--- config.mk ---
export PLATFORM = sky130hd
export DESIGN_NAME = parity_frame_tx
export DESIGN_NICKNAME = d
export VERILOG_FILES = /design/src/rtl/parity_frame_pkg.sv /design/src/rtl/parity_calc.sv /design/src/rtl/parity_frame_tx.sv
export SDC_FILE = /design/constraint.sdc
export NUM_CORES = 1
export LEC_CHECK = 0
export BUFFER_PORTS_ARGS = -buffer_cell sky130_fd_sc_hd__buf_2
export CORE_MARGIN = 1
export CORE_UTILIZATION = 55
export DETAILED_ROUTE_END_ITERATION = 6
export GPL_TIMING_DRIVEN = 0
export HOLD_SLACK_MARGIN = 0.02
export PLACE_DENSITY = 0.77
export SLEW_MARGIN = 0
export SYNTH_ARGS = -nofsm -noshare
export SYNTH_HDL_FRONTEND = slang
export SYNTH_SLANG_ARGS = --single-unit
--- constraint.sdc ---
create_clock -name clk -period 2.5 [get_ports clk]
set_input_delay 0.375 -clock clk [delete_from_list [all_inputs] [get_ports clk]]
set_output_delay 0.375 -clock clk [all_outputs]
set_load 0.05 [all_outputs]
--- src/rtl/parity_frame_pkg.sv ---
// Shared types and line levels for the even-parity serial frame transmitter.
package parity_frame_pkg;

   typedef enum logic [2:0] {
      IDLE   = 3'd0,
      START  = 3'd1,
      DATA   = 3'd2,
      PARITY = 3'd3,
      STOP   = 3'd4
   } state_t;

   localparam logic LINE_IDLE = 1'b1;
   localparam logic START_BIT = 1'b0;
   localparam logic STOP_BIT  = 1'b1;

endpackage

--- src/rtl/parity_calc.sv ---
// Even parity generator: the output makes data plus parity hold an even count of ones.
module parity_calc #(
   parameter int unsigned DATA_W = 4
) (
   input  logic [DATA_W-1:0] data,
   output logic              parity
);

   // XOR reduction over the whole word
   always_comb begin
      parity = ^data;
   end

endmodule

--- src/rtl/parity_frame_tx.sv ---
// Serial frame transmitter: start bit, DATA_W data bits LSB first, even parity, stop bit.
module parity_frame_tx
   import parity_frame_pkg::*;
#(
   parameter int unsigned DATA_W       = 4,
   parameter int unsigned CLKS_PER_BIT = 4
) (
   input  logic              clk,
   input  logic              rst,
   input  logic [DATA_W-1:0] data_in,
   input  logic              valid_in,
   output logic              ready_out,
   output logic              tx_out,
   output logic              busy,
   output logic              frame_done
);

   localparam int unsigned BAUD_W = (CLKS_PER_BIT > 1) ? $clog2(CLKS_PER_BIT) : 1;
   localparam int unsigned BIT_W  = (DATA_W > 1) ? $clog2(DATA_W) : 1;

   state_t              state;
   logic [BAUD_W-1:0]   baud_cnt;
   logic [BIT_W-1:0]    bit_idx;
   logic [DATA_W-1:0]   shift_reg;
   logic [DATA_W-1:0]   shift_next;
   logic                parity_reg;
   logic                parity_bit;
   logic                bit_end;
   logic                last_bit;

   parity_calc #(
      .DATA_W (DATA_W)
   ) u_parity_calc (
      .data   (data_in),
      .parity (parity_bit)
   );

   // Bit-period and data-bit boundary detection, plus the next shifted word
   always_comb begin
      bit_end    = (baud_cnt == BAUD_W'(CLKS_PER_BIT - 1));
      last_bit   = (bit_idx == BIT_W'(DATA_W - 1));
      shift_next = shift_reg >> 1;
   end

   // Status outputs decode directly from the state register
   always_comb begin
      ready_out = (state == IDLE);
      busy      = (state != IDLE);
   end

   // Frame FSM; tx_out is loaded with the level of the state being entered so the
   // line is fully registered yet changes on the same edge as the state.
   always_ff @(posedge clk) begin
      if (rst) begin
         state      <= IDLE;
         tx_out     <= LINE_IDLE;
         frame_done <= 1'b0;
         baud_cnt   <= '0;
         bit_idx    <= '0;
         shift_reg  <= '0;
         parity_reg <= 1'b0;
      end else begin
         frame_done <= 1'b0;
         case (state)
            IDLE: begin
               if (valid_in) begin
                  shift_reg  <= data_in;
                  parity_reg <= parity_bit;
                  baud_cnt   <= '0;
                  bit_idx    <= '0;
                  tx_out     <= START_BIT;
                  state      <= START;
               end
            end
            START: begin
               if (bit_end) begin
                  baud_cnt <= '0;
                  tx_out   <= shift_reg[0];
                  state    <= DATA;
               end else begin
                  baud_cnt <= baud_cnt + 1'b1;
               end
            end
            DATA: begin
               if (bit_end) begin
                  baud_cnt <= '0;
                  if (last_bit) begin
                     tx_out <= parity_reg;
                     state  <= PARITY;
                  end else begin
                     shift_reg <= shift_next;
                     tx_out    <= shift_next[0];
                     bit_idx   <= bit_idx + 1'b1;
                  end
               end else begin
                  baud_cnt <= baud_cnt + 1'b1;
               end
            end
            PARITY: begin
               if (bit_end) begin
                  baud_cnt <= '0;
                  tx_out   <= STOP_BIT;
                  state    <= STOP;
               end else begin
                  baud_cnt <= baud_cnt + 1'b1;
               end
            end
            STOP: begin
               if (bit_end) begin
                  baud_cnt   <= '0;
                  tx_out     <= LINE_IDLE;
                  frame_done <= 1'b1;
                  state      <= IDLE;
               end else begin
                  baud_cnt <= baud_cnt + 1'b1;
               end
            end
            default: begin
               tx_out   <= LINE_IDLE;
               baud_cnt <= '0;
               state    <= IDLE;
            end
         endcase
      end
   end

endmodule
==> results.py, run 1 <==
metrics = {
    "floorplanning": {
        "ios": 11,
        "die_x_um": 41.0,
        "rows": 13,
        "core_area_mm2": 0.00135,
        "initial_core_util_pct": 61.8,
        "die_h_um": 41.0,
        "dieArea_mm2": 0.00168,
    },
    "power": {
        "clkPwrFrac_pct": 33.6,
        "intPower_mw": 0.360,
        "seqPwrFrac_pct": 48.4,
        "cellLeakagePower_nw": 0.370,
        "vdd_drop_max_mv": 0.355,
        "switching_share_pct": 28.1,
        "cellPowerDensity_mw_per_mm2": 535,
        "power_switching_mw": 0.140,
        "p_comb_share_pct": 18.0,
    },
    "placement": {
        "hpwlAfterDp_mm": 1.24,
        "io_buffers": 9,
        "place_congestion": 0.785,
        "dp.cells": 114,
    },
    "global_routing": {
        "overflow": 0,
        "grt_pass1_wl_mm": 2.63,
        "track_usage_pct": 24.6,
        "antenna_found_initial": 0,
        "grt_pass1_vias": 591,
        "grt_max_degree": 11,
    },
    "worst_setup_path": {
        "r2r_end": "bit_idx[1]",
        "endpoint_kind": "output port",
        "crit_end": "ready_out",
        "critPathKind": "reg -> out",
        "critPathLaunch": "state[0]",
        "critPathLaunchType": "flop",
        "r2r-start": "baud_cnt[0]",
        "rrSetupSlack_ns": 0.98,
        "r2r_cells": 5,
        "arrival_ns": 1.59,
        "worstPathRequired_ns": 2.12,
        "crit_fanout": 10,
    },
    "cells_and_area": {
        "nNetsFinal": 113,
        "n_antenna_cell": 0,
        "final_cell_mix": "buf_2 (14), dfxtp_1 (14), nor2_1 (7)",
        "drive_gt1_share_pct": 26.2,
        "largest_reg_flops": 4,
        "layout.cells.non_filler": 118,
        "syn2layout_area_growth_pct": 12.0,
    },
    "synth": {
        "synth_nets": 99,
        "syn_inst": 90,
        "synth_warnings": 0,
        "async_flop_share_pct": 0,
        "ys_seq_elements": 14,
        "syn-cell-area_um2": 835,
        "yosysSeqAreaShare_pct": 33.6,
        "postSynthAreaPerCell_um2": 9.27,
        "ys.flop_type": "dfxtp_1",
        "synth-edff-count": 0,
        "synth_cell_types": 38,
    },
    "clocking": {
        "clk_latency_ns": 0.29,
        "cts-root-buf": "clkbuf_4",
        "clk_pin_slew_ns": 0.08,
        "clock-sinks": 14,
        "cts_tree": "built",
        "ctsHoldBuffers": 0,
        "cts_buffers": 3,
        "htreeDepth": 1,
        "post_cts_buffers": 0,
        "cts_buffer_depth": 2,
        "cts_resized": 0,
    },
    "sta": {
        "setup_viol": 0,
        "hold_viol": 0,
        "finalCritPeriodShare_pct": 78.5,
        "rsz0062_at_grt": "no",
        "relSlewSlack_pct": 65.7,
        "layout_min_cycle_time_ns": 1.96,
        "tightest_slew_ns": 0.507,
        "fin_hold_ws_ns": 0.347,
        "fmaxAchievable_ghz": 0.510,
        "slew_violations": 0,
        "fin_setup_tns_ns": 0,
        "finalClockSkew_ns": 0.00472,
    },
    "route": {
        "routed_wl_mm": 1.71,
        "first_iter_violations": 19,
        "num_vias": 712,
        "drc_errors": 0,
        "ant_nets": 0,
        "wl_per_cell_um": 14.5,
        "dr.pass1.iters": 4,
        "viasPerCell": 6.03,
    },
    "hold_path": {
        "hp-class": "in -> reg",
    },
    "run_status": {
        "outcome": "complete, no violations",
    },
    "run": {
        "cap_viol_max_count": 0,
    },
}
==> worst max-delay path, stage by stage (launching register included) <==
cell     delay (ns)
dfxtp_1        0.32
buf_6          0.13
buf_2          0.18
or3_1          0.37
inv_1          0.06
buf_2          0.25
==> cell type report <==
class                           count  area, um2
Clock buffer                        4       36.3
Multi-Input combinational cell     66        495
Fill cell                         125        415
Timing Repair Buffer                9       45.0
Sequential cell                    14        280
Inverter                            3       11.3
Buffer                              7       47.5
Tap cell                           15       18.8
==> synthesized netlist by cell type, types with 2 or more instances <==
library cell | count | share of area [%]
mux2i_1 | 6 | 7.2
nor2_1 | 7 | 3.1
o311ai_0 | 3 | 3.1
xor2_1 | 3 | 3.1
nor4b_1 | 2 | 2.1
nand2_1 | 5 | 2.2
inv_1 | 2 | 0.90
o21ai_1 | 2 | 1.2
dfxtp_1 | 14 | 34
o21bai_1 | 3 | 2.7
o21a_1 | 3 | 2.7
buf_2 | 5 | 3.0
ha_1 | 2 | 3.0
nor3_1 | 2 | 1.2
nand3_1 | 3 | 1.8
buf_6 | 2 | 2.7
a21oi_1 | 5 | 3.0
==> power by group through the flow <==
stage	clock (mW)	combinational (mW)	sequential, mW
final	0.168	0.0900	0.242
after global routing	0.179	0.0991	0.243
after CTS	0.168	0.0899	0.242
after detailed placement	0	0.0897	0.247
after global placement	0	0.0882	0.246
after floorplan	0	0.0636	0.252
==> kinds of logic after synthesis <==
kind of cell | share of synthesized area, %
and+or+nand+nor | 22.2
AOI/OAI and AO/OA | 21.4
xor gates and xnor gates | 4.20
muxes | 8.55
buffers and inverters | 7.05
DFF | 33.6
adders and majority gates | 3.00
==> worst min path at each step <==
stage | startpoint | endpoint | slack (ns) | cells after the start
after floorplan | shift_reg[3] | shift_reg[3] | 0.43 | 2
after CTS | data_in[3] | shift_reg[3] | 0.35 | 3
final | data_in[3] | shift_reg[3] | 0.35 | 3
after global placement | shift_reg[3] | shift_reg[3] | 0.44 | 2
after global routing | data_in[3] | shift_reg[3] | 0.37 | 3
after detailed placement | shift_reg[3] | shift_reg[3] | 0.46 | 2
==> routing by layer <==
| metal | track usage, % | vias up | share of wire (%) | wire, um |
|---|---|---|---|---|
| met3 | 6.52 | 5 | 3.6 | 61 |
| met2 | 35.5 | 21 | 46 | 795 |
| met4 | 15.0 | 0 | 2.0 | 35 |
| met5 | 0 | - | 0 | 0 |
| li1 | - | 359 | - | - |
| met1 | 32.0 | 327 | 48 | 821 |
==> stage by stage <==
stage                     setup WS, ns  util, %  power, mW  area (um2)
after floorplan                  0.558        -      0.316         835
after global placement           0.865     66.5      0.335         898
after detailed placement         0.850     66.5      0.337         898
after CTS                        0.531     69.2      0.500         935
after global routing             0.460     69.2      0.522         935
final                            0.537     69.2      0.500         935
(Power assumes the default switching activity.)
==> run 2: changes to the inputs <==
- ABC_AREA: not set -> 1
- CORE_UTILIZATION: 55 -> 48
- PLACE_DENSITY: 0.77 -> 0.71
- clock period: 2.5 -> 1.6 ns (I/O delays scaled with it)
==> run 2 against run 1 <==
Synthesized area shrank 8.5%. Clock skew shrank 0.0034 ns. Cell count grew 24%. Non-clock buffer count shrank 3. Die area grew 4.5%. Synthesized cell count grew 27%. Register-to-register slack lost 0.74 ns. Critical path depth shrank 2. Via count grew 2.4%. Routed wire length shrank 14%. First-iteration DRC count shrank 53%. Sequential share of layout area grew 1.8 points.
==> results.py, run 2 <==
metrics = {
    "run_status": {
        "outcome": "complete, no violations",
    },
    "floorplanning": {
        "die_x_um": 41.9,
        "dieArea_mm2": 0.00175,
        "initial_core_util_pct": 51.3,
        "die_h_um": 41.9,
        "core_area_mm2": 0.00149,
        "ios": 11,
        "rows": 14,
    },
    "sta": {
        "hold_viol": 0,
        "fin_setup_tns_ns": 0,
        "rsz0062_at_grt": "no",
        "layout_min_cycle_time_ns": 1.45,
        "fmaxAchievable_ghz": 0.689,
        "setup_viol": 0,
        "slew_violations": 0,
        "finalCritPeriodShare_pct": 90.7,
        "tightest_slew_ns": 0.255,
        "relSlewSlack_pct": 83.0,
        "finalClockSkew_ns": 0.00133,
    },
    "synth": {
        "synth_warnings": 0,
        "yosys.cell_count.top_type": "nand2_1",
        "synth-edff-count": 0,
        "syn_inst": 114,
        "synth_common_cells": "nand2_1 (26), nor2_1 (18), dfxtp_1 (14)",
        "synthTopCellsByArea": "dfxtp_1 (37%), nand2_1 (13%), nor2_1 (8.9%)",
        "syn-cell-area_um2": 763,
        "synth_top_area_share_pct": 36.7,
        "post-synth-top-area-cell": "dfxtp_1",
        "async_flop_share_pct": 0,
        "postSynthAreaPerCell_um2": 6.70,
        "yosysSeqAreaShare_pct": 36.7,
        "ys_seq_elements": 14,
        "synth_cell_types": 18,
        "synth_nets": 123,
        "ys.flop_type": "dfxtp_1",
    },
    "clocking": {
        "cts_buffer_depth": 2,
        "clk_pin_slew_ns": 0.08,
        "cts_buffers": 3,
        "cts_tree": "built",
        "clock-sinks": 14,
        "cts-root-buf": "clkbuf_4",
        "clk_latency_ns": 0.28,
        "htreeDepth": 1,
    },
    "route": {
        "wl_per_cell_um": 10.0,
        "drc_errors": 0,
        "num_vias": 729,
        "dr.pass1.iters": 4,
        "routed_wl_mm": 1.47,
        "ant_nets": 0,
        "viasPerCell": 4.99,
        "first_iter_violations": 9,
    },
    "worst_setup_path": {
        "crit_fanout": 7,
        "max_stage_delay_ns": 0.43,
        "cp_cell_sequence": "inv_2, nand2_1, buf_2",
        "endpoint_kind": "output port",
        "crit_buf_inv": 2,
        "crit_path_top_delay_cell": "dfxtp_2",
        "arrival_ns": 1.21,
        "critPathLaunchType": "flop",
        "worstPathRequired_ns": 1.36,
        "crit_family": "flip-flops",
        "critPathKind": "reg -> out",
    },
    "cells_and_area": {
        "syn2layout_area_growth_pct": 15.9,
        "nNetsFinal": 141,
        "drive_gt1_share_pct": 23.1,
        "largest_reg_flops": 4,
        "n_antenna_cell": 0,
        "final_common_cell": "nand2_1",
        "final_cell_mix": "nand2_1 (26), nor2_1 (18), dfxtp_1 (13)",
    },
    "placement": {
        "io_buffers": 10,
        "place_congestion": 0.808,
        "hpwlAfterDp_mm": 1.13,
    },
    "global_routing": {
        "grt_pass1_wl_mm": 2.47,
        "track_usage_pct": 18.6,
        "grt_max_degree": 10,
        "grt_pass1_vias": 600,
        "overflow": 0,
        "antenna_found_initial": 0,
    },
    "run": {
        "cap_viol_max_count": 0,
    },
    "hold_path": {
        "hp-class": "in -> reg",
    },
}
==> run 2: cell count changes in the layout (fill, tap and decap cells not counted), sizes merged, moves of 2 or more <==
| cell | delta |
|---|---|
| buf | -3 |
| inv | +14 |
| nor2 | +12 |
| nor4b | -3 |
| nand2 | +26 |
| o21a | -3 |
| a2111oi | -2 |
| o21bai | -3 |
| nand3 | +8 |
| mux2i | -6 |
| o311ai | -3 |
| xor2 | -2 |
| o21ai | +7 |
==> run 2: kinds of logic after synthesis <==
kind of cell    Yosys count  synth area share, %
simple gates             64                 39.3
xor+xnor                  2                 2.30
compound gates           16                 10.5
fa+ha+maj                 2                 3.28
buf+inv                  16                 7.87
flops                    14                 36.7
==> run 2: through the flow <==
| stage | cell area [um2] | utilization [%] | cells | setup slack, ns | hold slack (ns) |
|---|---|---|---|---|---|
| after floorplan | 766 | - | 114 | 0.0396 | 0.309 |
| after global placement | 836 | 56.1 | 140 | 0.279 | 0.448 |
| after detailed placement | 836 | 56.1 | 140 | 0.261 | 0.455 |
| after CTS | 861 | 57.8 | 143 | 0.0145 | 0.196 |
| after global routing | 885 | 59.4 | 146 | 0.0744 | 0.196 |
| final | 885 | 59.4 | 146 | 0.149 | 0.205 |
==> run 2: path summary, 6_finish.rpt <==
check | start | to | slack [ns] | cells past startpoint
worst min-delay path | rst | baud_cnt[1] | 0.20 | 2
worst min register to register | tx_out | tx_out | 0.47 | 2
worst max register to register | state[0] | shift_reg[2] | 0.24 | 9
worst max-delay path | state[1] | busy | 0.15 | 3
==> run 2: layout make-up <==
cell class | instances | area, um2
fillers | 140 | 604
inverters | 16 | 62.6
multi-input cells | 84 | 423
flip-flops and latches | 14 | 282
repair buffers | 13 | 75.1
clock buffers | 3 | 22.5
well taps | 16 | 20.0
==> run 2: timing repair <==
action / CTS / global route
buffers inserted: 0 / 3
setup endpoints to repair: 1 / 2
gates resized for setup: 1 / 1
hold buffers: 0 / 0
pin swaps: 0 / 1
hold endpoints to repair: 0 / 0
==> run 2: routing by layer <==
layer	wire length, um	up-vias	part of all wire, %	track usage, %
li1	-	397	-	-
met1	695	317	47	22.2
met2	695	10	47	30.3
met3	52	5	3.5	6.52
met4	22	0	1.5	7.74
met5	0	-	0	0
Power of run 2 is not shown: default switching activity piles up to over one toggle a cycle in this logic, so the estimate is an artifact.
==> run 3: changes to the inputs <==
- CORE_UTILIZATION: 48 -> 53
- PLACE_DENSITY: 0.71 -> 0.75
- clock period: 1.6 -> 1.5 ns (I/O delays scaled with it)
==> run 3 against run 2 <==
Global-route usage up 4.3 points. Clock skew up 0.0070 ns. Worst setup slack worse by 0.074 ns. Critical path depth unchanged. Hold slack worse by 0.034 ns.
==> results.py, run 3 (same netlist as run 2, synthesis figures left out) <==
metrics = {
    "cells_and_area": {
        "final_cell_mix": "nand2_1 (25), nor2_1 (18), inv_1 (11), dfxtp_1 (11)",
        "n_antenna_cell": 0,
        "drive_gt1_share_pct": 25.4,
        "largest_reg_flops": 4,
        "nNetsFinal": 140,
        "final_common_cell": "nand2_1",
        "syn2layout_area_growth_pct": 17.7,
    },
    "sta": {
        "finalCritPeriodShare_pct": 95.0,
        "slew_violations": 0,
        "fin_setup_tns_ns": 0,
        "fmaxAchievable_ghz": 0.702,
        "rsz0062_at_grt": "no",
        "relSlewSlack_pct": 81.6,
        "finalClockSkew_ns": 0.00836,
        "tightest_slew_ns": 0.275,
        "setup_viol": 0,
        "hold_viol": 0,
        "layout_min_cycle_time_ns": 1.43,
    },
    "global_routing": {
        "overflow": 0,
        "track_usage_pct": 22.9,
        "antenna_found_initial": 0,
        "grt_pass1_wl_mm": 2.37,
        "grt_pass1_vias": 583,
        "grt_max_degree": 10,
    },
    "route": {
        "first_iter_violations": 5,
        "viasPerCell": 4.92,
        "drc_errors": 0,
        "dr.pass1.iters": 2,
        "ant_nets": 0,
        "wl_per_cell_um": 10.3,
        "routed_wl_mm": 1.49,
        "num_vias": 714,
    },
    "clocking": {
        "cts_buffer_depth": 2,
        "cts_tree": "built",
        "htreeDepth": 1,
        "cts_buffers": 3,
        "clk_pin_slew_ns": 0.09,
        "clk_latency_ns": 0.29,
        "ctsHoldBuffers": 0,
        "clock-sinks": 14,
        "cts-root-buf": "clkbuf_4",
    },
    "run_status": {
        "outcome": "complete, no violations",
    },
    "worst_setup_path": {
        "critPathKind": "reg -> out",
        "max_stage_delay_ns": 0.44,
        "crit_fanout": 7,
        "crit_path_top_delay_cell": "dfxtp_2",
        "worstPathRequired_ns": 1.27,
        "cp_cell_sequence": "inv_2, nand2_2, buf_2",
        "endpoint_kind": "output port",
        "arrival_ns": 1.20,
        "rrSetupSlack_ns": 0.17,
        "critPathLaunchType": "flop",
    },
    "run": {
        "cap_viol_max_count": 0,
    },
    "placement": {
        "place_congestion": 0.719,
        "hpwlAfterDp_mm": 1.05,
        "io_buffers": 10,
    },
    "floorplanning": {
        "die_h_um": 40.0,
        "initial_core_util_pct": 57.9,
        "dieArea_mm2": 0.00160,
        "ios": 11,
        "die_x_um": 40.0,
        "core_area_mm2": 0.00132,
        "rows": 13,
    },
    "hold_path": {
        "hp-class": "in -> reg",
    },
}
-- run 3: changes by cell type in the layout (fill, tap and decap cells not counted), sizes merged --
cell	before	now
buf	13	12
clkbuf	3	4
-- run 3: layout make-up --
type | count | area (um2)
tap | 15 | 18.8
clock buffer | 4 | 36.3
multi-input combinational | 84 | 425
inverter | 16 | 62.6
sequential | 14 | 284
timing repair buffer | 12 | 71.3
fill | 107 | 419
-- run 3: final timing paths --
path	depth (start not counted)	endpoint	from
max	3	busy	state[1]
min	2	baud_cnt[1]	rst
max reg2reg	7	shift_reg[2]	state[0]
min reg2reg	2	shift_reg[3]	shift_reg[3]
-- run 3: per-layer routing --
layer	GRT usage [%]	vias up	share of wire, %	wire, um
met5	0	-	0	0
met4	5.17	0	1.1	17
met3	10.0	2	4.0	60
met2	38.7	10	48	715
met1	26.4	311	47	699
li1	-	391	-	-
-- run 3: timing repair --
action | CTS | global route
endpoints found under the setup margin | 2 | 4
pin swaps | 0 | 1
buffers inserted | 0 | 2
gates resized for setup | 2 | 3
-- run 3: stage by stage --
stage	setup slack (ns)	hold slack [ns]	util (%)	cells	cell area (um2)
global placement	0.179	0.449	63.5	139	837
CTS	0.00523	0.169	66.6	143	877
floorplan	0.135	0.294	-	114	768
global route	0.00403	0.165	68.2	145	898
detailed placement	0.157	0.462	63.5	139	837
finish	0.0748	0.171	68.2	145	898
-- run 3: worst max-delay path: cells and delay by family (launching register included) --
kind / cells / cell delay [ns]
flops: 1 / 0.44
buf+inv: 2 / 0.37
simple gates: 1 / 0.11
Power of run 3 is left out for the same reason.
